File: src/rtl/tq_dct_ctrl_if.sv
// Handshake and control bundle between TQ control, residual fetch, quantizer and the
// forward-transform sequencer. The slave modport is the sequencer side.
`timescale 1ns / 1ps
interface tq_dct_ctrl_if;
  logic       start;
  logic [1:0] tu_size;
  logic       dst_sel;
  logic       in_valid;
  logic       in_ready;
  logic       out_ready;
  logic       tp_rd_en;
  logic [4:0] idx;
  logic       pass;
  logic [3:0] bfly_en;
  logic       dst_en;
  logic [3:0] shift;
  logic       busy;
  logic       done;

  modport master (
    output start, tu_size, dst_sel, in_valid, out_ready,
    input  in_ready, tp_rd_en, idx, pass, bfly_en, dst_en, shift, busy, done
  );

  modport slave (
    input  start, tu_size, dst_sel, in_valid, out_ready,
    output in_ready, tp_rd_en, idx, pass, bfly_en, dst_en, shift, busy, done
  );
endinterface

File: src/rtl/tq_dct_ctrl.sv
// Forward-transform sequencer: row pass, drain, column pass, drain, done.
// Optional DST routing for 4x4 TUs is enabled by defining TQ_CTRL_DST_EN.
`timescale 1ns / 1ps
module tq_dct_ctrl #(
  parameter int unsigned PIPE_DEPTH = 4
) (
  input logic          clk,
  input logic          rst_n,
  tq_dct_ctrl_if.slave bus
);
  typedef enum logic [2:0] {StIdle, StRow, StRdrain, StCol, StCdrain, StDone} state_e;

  localparam logic [3:0] DrainLast = 4'(PIPE_DEPTH - 1);

  state_e     state_q, state_d;
  logic [1:0] size_q, size_d;
  logic       dst_q, dst_d, dst_req;
  logic [4:0] idx_q, idx_d, last_idx;
  logic [3:0] cnt_q, cnt_d;
  logic       in_ready, tp_rd_en, busy, active, pass;
  logic [3:0] bfly_en, shift;

`ifdef TQ_CTRL_DST_EN
  assign dst_req = bus.dst_sel & (bus.tu_size == 2'd0);
`else
  logic unused_dst_sel;
  assign unused_dst_sel = bus.dst_sel;
  assign dst_req        = 1'b0;
`endif

  assign last_idx = 5'((6'd4 << size_q) - 6'd1);

  always_ff @(posedge clk or negedge rst_n) begin
    if (!rst_n) begin
      state_q <= StIdle;
      size_q  <= 2'd0;
      dst_q   <= 1'b0;
      idx_q   <= 5'd0;
      cnt_q   <= 4'd0;
    end else begin
      state_q <= state_d;
      size_q  <= size_d;
      dst_q   <= dst_d;
      idx_q   <= idx_d;
      cnt_q   <= cnt_d;
    end
  end

  always_comb begin
    state_d  = state_q;
    size_d   = size_q;
    dst_d    = dst_q;
    idx_d    = idx_q;
    cnt_d    = cnt_q;
    in_ready = 1'b0;
    tp_rd_en = 1'b0;
    unique case (state_q)
      StIdle: begin
        if (bus.start) begin
          state_d = StRow;
          size_d  = bus.tu_size;
          dst_d   = dst_req;
          idx_d   = 5'd0;
        end
      end
      StRow: begin
        in_ready = 1'b1;
        if (bus.in_valid) begin
          if (idx_q == last_idx) begin
            state_d = StRdrain;
            idx_d   = 5'd0;
            cnt_d   = 4'd0;
          end else begin
            idx_d = idx_q + 5'd1;
          end
        end
      end
      StRdrain: begin
        if (cnt_q == DrainLast) state_d = StCol;
        else cnt_d = cnt_q + 4'd1;
      end
      StCol: begin
        tp_rd_en = bus.out_ready;
        if (bus.out_ready) begin
          if (idx_q == last_idx) begin
            state_d = StCdrain;
            idx_d   = 5'd0;
            cnt_d   = 4'd0;
          end else begin
            idx_d = idx_q + 5'd1;
          end
        end
      end
      StCdrain: begin
        if (cnt_q == DrainLast) state_d = StDone;
        else cnt_d = cnt_q + 4'd1;
      end
      StDone:  state_d = StIdle;
      default: state_d = StIdle;
    endcase
  end

  assign busy   = (state_q != StIdle);
  assign active = (state_q == StRow) || (state_q == StRdrain) ||
                  (state_q == StCol) || (state_q == StCdrain);
  assign pass   = (state_q == StCol) || (state_q == StCdrain) || (state_q == StDone);

  // Stage enables form a thermometer code: 1, 3, 7, 15 for 4..32 points.
  always_comb begin
    bfly_en = 4'd0;
    if (active && !dst_q) bfly_en = 4'((5'd2 << size_q) - 5'd1);
  end

  always_comb begin
    shift = 4'd0;
    if (busy) shift = pass ? (4'd8 + {2'b00, size_q}) : (4'd1 + {2'b00, size_q});
  end

  assign bus.in_ready = in_ready;
  assign bus.tp_rd_en = tp_rd_en;
  assign bus.idx      = idx_q;
  assign bus.pass     = pass;
  assign bus.bfly_en  = bfly_en;
  assign bus.dst_en   = dst_q & busy;
  assign bus.shift    = shift;
  assign bus.busy     = busy;
  assign bus.done     = (state_q == StDone);
endmodule

File: src/flat_wrapper.sv
// flat-port wrapper written by rule: the top's interface ports become plain ports
module tq_dct_ctrl_flat 
#(
  parameter int unsigned PIPE_DEPTH = 4
)
  (clk, rst_n, bus_start, bus_tu_size, bus_dst_sel, bus_in_valid, bus_out_ready, bus_in_ready, bus_tp_rd_en, bus_idx, bus_pass, bus_bfly_en, bus_dst_en, bus_shift, bus_busy, bus_done);
  tq_dct_ctrl_if bus_i ();
  input logic clk;
  input logic rst_n;
  input wire logic [$bits(bus_i.start)-1:0] bus_start;
  input wire logic [$bits(bus_i.tu_size)-1:0] bus_tu_size;
  input wire logic [$bits(bus_i.dst_sel)-1:0] bus_dst_sel;
  input wire logic [$bits(bus_i.in_valid)-1:0] bus_in_valid;
  input wire logic [$bits(bus_i.out_ready)-1:0] bus_out_ready;
  output wire logic [$bits(bus_i.in_ready)-1:0] bus_in_ready;
  output wire logic [$bits(bus_i.tp_rd_en)-1:0] bus_tp_rd_en;
  output wire logic [$bits(bus_i.idx)-1:0] bus_idx;
  output wire logic [$bits(bus_i.pass)-1:0] bus_pass;
  output wire logic [$bits(bus_i.bfly_en)-1:0] bus_bfly_en;
  output wire logic [$bits(bus_i.dst_en)-1:0] bus_dst_en;
  output wire logic [$bits(bus_i.shift)-1:0] bus_shift;
  output wire logic [$bits(bus_i.busy)-1:0] bus_busy;
  output wire logic [$bits(bus_i.done)-1:0] bus_done;
  assign bus_i.start = bus_start;
  assign bus_i.tu_size = bus_tu_size;
  assign bus_i.dst_sel = bus_dst_sel;
  assign bus_i.in_valid = bus_in_valid;
  assign bus_i.out_ready = bus_out_ready;
  assign bus_in_ready = bus_i.in_ready;
  assign bus_tp_rd_en = bus_i.tp_rd_en;
  assign bus_idx = bus_i.idx;
  assign bus_pass = bus_i.pass;
  assign bus_bfly_en = bus_i.bfly_en;
  assign bus_dst_en = bus_i.dst_en;
  assign bus_shift = bus_i.shift;
  assign bus_busy = bus_i.busy;
  assign bus_done = bus_i.done;
  tq_dct_ctrl #(.PIPE_DEPTH(PIPE_DEPTH)) u_core (.clk(clk), .rst_n(rst_n), .bus(bus_i));
endmodule
File: config.mk
export PLATFORM = sky130hd
export DESIGN_NAME = tq_dct_ctrl_flat
export DESIGN_NICKNAME = d
export VERILOG_FILES = /design/src/rtl/tq_dct_ctrl_if.sv /design/src/rtl/tq_dct_ctrl.sv /design/src/flat_wrapper.sv
export SDC_FILE = /design/constraint.sdc
export NUM_CORES = 1
export LEC_CHECK = 0
export CAP_MARGIN = 20
export CORE_UTILIZATION = 51
export CTS_CLUSTER_SIZE = 40
export DETAILED_ROUTE_END_ITERATION = 12
export PLACE_DENSITY = 0.84
export SETUP_SLACK_MARGIN = 0.4
export SLEW_MARGIN = 0
export SYNTH_ARGS = -nofsm -noshare
export SYNTH_HDL_FRONTEND = slang
export SYNTH_SLANG_ARGS = --single-unit
File: constraint.sdc
create_clock -name clk -period 3.6 [get_ports clk]
set_clock_uncertainty 0.15 [all_clocks]
set_input_delay 0.36 -clock clk [delete_from_list [all_inputs] [get_ports clk]]
set_output_delay 0.36 -clock clk [all_outputs]
set_load 0.03 [all_outputs]
==> results.md <==
Status:
- The run finished with clean final reports.

Die:
- For this configuration, the core starts out at a cell density of 0.566.
- The die boundary width is 46.5 um.
- The die area is 2160 um2.
- 27 I/O pins were placed.
- The die is roughly 46 um tall.
- The region available for standard cell placement spans 1780 um2.
- The floorplan has 15 rows.

Routing:
- Dividing the detail-routed via count by the number of cells gives 5.33.
- Dividing the detail-routed wire length by the instance count gives 12.6 um.
- The number of vias in the routed layout is 826.
- The final routed DRC violation total is 0.
- The number of detailed-route iterations in the first pass is 4.
- The wire length reported by the detailed router is 1950 um.
- Once detail routing completed, the nets flagged for antenna violations numbered 0.
- The violation count after the first detailed-routing iteration is 20.

Clock network:
- Clock-pin slew was measured on the worst setup and hold paths at 0.08 ns.
- Post-CTS repair changed the size of 0 cells.
- TritonCTS built the clock tree.
- The clock passes through at most 2 buffers.
- For the worst-skew pair, the clock arrives at the later sink with an insertion delay of 0.27 ns.
- The hold-fix buffer count after cts is 0.
- The number of post-CTS setup repair buffers is 0.
- The cell at the root of the clock tree is sky130_fd_sc_hd__clkbuf_4.
- In this run the number of H-tree levels came out at 1.
- The TritonCTS sink count is 14.
- Buffers inserted during clock tree synthesis total 3.

STA:
- The post-route worst setup slack is 0.770 ns.
- Timing would allow up to roughly 0.35 GHz.
- Setup violations remaining at the end of the flow were counted as 0.
- The transition time at the pin with the least slew margin is roughly 0.64 ns.
- Of the available clock period, the critical path in the final layout requires 0.786.
- Setup repair after global routing left no endpoint under its margin.
- The final-report max-slew violation count is 0.
- The final total negative setup slack is 0 ns.
- In this run the tightest slew margin relative to its limit is 0.572.
- The count of endpoints failing hold in the final timing report is 0.
- The shortest period the worst path allows is 2.83 ns.

Worst setup path:
- The buffers plus inverters on the worst setup path is 1.
- In this run the register-to-register setup slack is 1.78 ns.
- The nature of the critical path endpoint is an output port.
- For the worst setup path, the data arrival time is 2.32 ns.
- The category of the worst setup path launch point is a register.
- Along the worst path, the maximum fanout reaches 13.
- The delay of the slowest critical-path stage is approximately 0.66 ns.
- On the critical path, the stage with the largest delay is an instance of sky130_fd_sc_hd__dfrtp_1.
- The cell family with the largest share of critical-path delay is flip-flops.
- The critical path start-end classification is reg -> out.
- STA puts the critical path data required time at slightly above 3 ns.
- Traced cell by cell, the critical path runs through nand2b_1 -> a21boi_4 -> mux2i_1 -> nor2_1 -> clkdlybuf4s50_1.

Cells and area:
- With fillers left out, the area of the finished cells amounts to 1250 um2.
- The share of post-route cells with drive strength above 1 is 0.108.
- From synthesis to final layout, the design area changed by 23.9%.
- Leaving out filler cells and counting taps, the final layout contains about 160.
- At the end of the flow, the number of nets in the layout was between 100 and 150.
- In the layout the commonest cells are sky130_fd_sc_hd__clkdlybuf4s50_1 (24), sky130_fd_sc_hd__dfrtp_1 (14), sky130_fd_sc_hd__nand2_1 (12).
- The area used by sequential logic in the layout is 350 um2.
- The number of filler cells placed in the layout is 147.
- The repair_antennas step left the layout with diodes totalling 0.
- The library cell used most frequently in the layout, excluding fill and tap cells, is sky130_fd_sc_hd__clkdlybuf4s50_1.
- The footprint of the multi-input gates is 572 um2.

Synthesis:
- The count of state elements after synthesis is 14.
- The number of standard cells after synthesis is 109.
- The combined area of all synthesized cells is between 1000 and 1500 um2.
- The sequential-to-total area share from yosys stat is 0.347.
- The combinational family with the most area after synthesis is simple AND/OR/NAND/NOR gates.
- The multiplexer share of the synthesized area is 0.0533.
- The simple logic cell fraction of the synthesized area is 0.239.
- The synthesized netlist net count is 122.
- The fraction of the mapped netlist area in adder cells is 0.0620.
- A synthesized cell averages 9.25 um2.
- The number of distinct standard cells referenced by the synthesized netlist is 34.
- The number of warning messages in the yosys log is 0.
- The share of the synthesized area in compound gates (AO/OA/AOI/OAI) is 0.148.
- The xor-xnor portion of the synthesized cell area is 0.0608.

Run:
- The number of maximum-capacitance constraint violations is 0.

Place:
- Timing analysis after detailed placement gives a worst setup slack of 1.06 ns.
- Summed over all nets, the half-perimeter wirelength after detailed placement is 1530 um.
- Input and output buffers added on the ports amount to 24.
- The placement-stage cell area is 1230 um2.
- The number of placed instances, taps included, is 152.
- At the end of routability-driven placement, the weighted congestion stood at 0.816.

Power and ir drop:
- For this design the ratio of total power to cell area is 926 nW/um2.
- The power consumption is 1160 uW.
- VDD sags by at most 0.516 mV.
- The leakage power figure is 0.000578 uW.

Global route:
- The global-route wire length before repair is 3130 um.
- In the global route stage, overall resource usage came out at 0.208.
- Entering global routing, the biggest net connects 15 pins.
- Summed over all layers, the global routing overflow is 0.
- The via count of the first global-routing pass is around 730.
- The initial antenna violation count came to 0.

Hold path:
- In this run the worst hold path is classified as in -> async.
## area by class of cell
cell class / count / share of cell area
inverters: 9 / 0.0270
multi-input cells: 80 / 0.457
clock buffers: 3 / 0.0180
flip-flops and latches: 14 / 0.280
repair buffers: 24 / 0.192
well taps: 25 / 0.0250
## cells by family (layout without fill, tap and decap cells)
logic type | Yosys count | in the layout
fa+ha+maj | 5 | 5
mux | 5 | 5
buf+inv | 15 | 36
xor+xnor | 7 | 7
simple gates | 43 | 43
flops | 14 | 14
other cells | 1 | 1
compound gates | 19 | 19
## power breakdown
group	internal, uW	switching (uW)
logic	328	432
registers	218	96.2
clock network	38.7	44.6
total	585	572
## final timing paths
path | startpoint | endpoint | cells past startpoint
setup reg to reg | u_core.size_q[1]$_DFFE_PN0P_ | u_core.state_q[1]$_DFFE_PN0P_ | 6
setup / recovery | u_core.state_q[1]$_DFFE_PN0P_ | bus_shift[1] | 5
min in group clk | u_core.cnt_q[0]$_DFFE_PN0P_ | u_core.cnt_q[0]$_DFFE_PN0P_ | 1
max in group asynchronous | rst_n | u_core.cnt_q[1]$_DFFE_PN0P_ | 1
hold reg to reg | u_core.cnt_q[0]$_DFFE_PN0P_ | u_core.cnt_q[0]$_DFFE_PN0P_ | 1
hold / removal | rst_n | u_core.bus.idx[1]$_DFFE_PN0P_ | 1
## per-stage QoR
stage	utilization	hold slack, ns
final	0.701	0.333
after global routing	0.701	0.390
after CTS	0.701	0.345
after global placement	0.688	0.354
after detailed placement	0.688	0.355
after floorplan	-	-0.0856
## flip-flops by register name (all words and copies together) (netlist names)
| register | flops |
|---|---|
| u_core.bus.idx | 5 |
| u_core.cnt_q | 4 |
| u_core.state_q | 3 |
| u_core.size_q | 2 |
## Yosys cell counts
cell | number | area share
sky130_fd_sc_hd__and3_1 | 2 | 0.012
sky130_fd_sc_hd__o21ai_0 | 6 | 0.030
sky130_fd_sc_hd__a211oi_1 | 1 | 0.0074
sky130_fd_sc_hd__o22ai_1 | 3 | 0.019
sky130_fd_sc_hd__nor2_1 | 9 | 0.033
sky130_fd_sc_hd__inv_1 | 9 | 0.033
sky130_fd_sc_hd__nor3b_1 | 1 | 0.0074
sky130_fd_sc_hd__conb_1 | 1 | 0.0037
sky130_fd_sc_hd__nor2_2 | 1 | 0.0062
sky130_fd_sc_hd__o311ai_2 | 1 | 0.016
sky130_fd_sc_hd__or2_2 | 1 | 0.0062
sky130_fd_sc_hd__dfrtp_1 | 14 | 0.35
sky130_fd_sc_hd__xnor2_1 | 3 | 0.026
sky130_fd_sc_hd__o21ai_1 | 1 | 0.0050
sky130_fd_sc_hd__nand2b_1 | 4 | 0.025
sky130_fd_sc_hd__a22oi_2 | 1 | 0.012
sky130_fd_sc_hd__mux2i_1 | 2 | 0.020
sky130_fd_sc_hd__a21boi_4 | 1 | 0.019
sky130_fd_sc_hd__nand4_4 | 1 | 0.021
sky130_fd_sc_hd__nand2_1 | 12 | 0.045
sky130_fd_sc_hd__o211ai_1 | 1 | 0.0074
sky130_fd_sc_hd__buf_4 | 4 | 0.030
sky130_fd_sc_hd__nand4_1 | 2 | 0.012
sky130_fd_sc_hd__mux2_2 | 3 | 0.033
sky130_fd_sc_hd__buf_6 | 2 | 0.022
sky130_fd_sc_hd__xor2_1 | 4 | 0.035
sky130_fd_sc_hd__nand3_1 | 7 | 0.035
sky130_fd_sc_hd__nor3_4 | 1 | 0.016
sky130_fd_sc_hd__nor2b_4 | 1 | 0.014
sky130_fd_sc_hd__ha_1 | 5 | 0.062
sky130_fd_sc_hd__o31ai_1 | 2 | 0.015
sky130_fd_sc_hd__a211o_1 | 1 | 0.0087
sky130_fd_sc_hd__nor2b_1 | 1 | 0.0062
sky130_fd_sc_hd__o221ai_1 | 1 | 0.0087
## layer usage
layer / track usage / vias up / wire [um]
met3: 0.0235 / 2 / 97
met5: 0 / - / 0
met1: 0.278 / 387 / 908
li1: - / 416 / -
met4: 0.106 / 0 / 12
met2: 0.328 / 21 / 931
No activity file was read; power rests on OpenSTA's default activity.
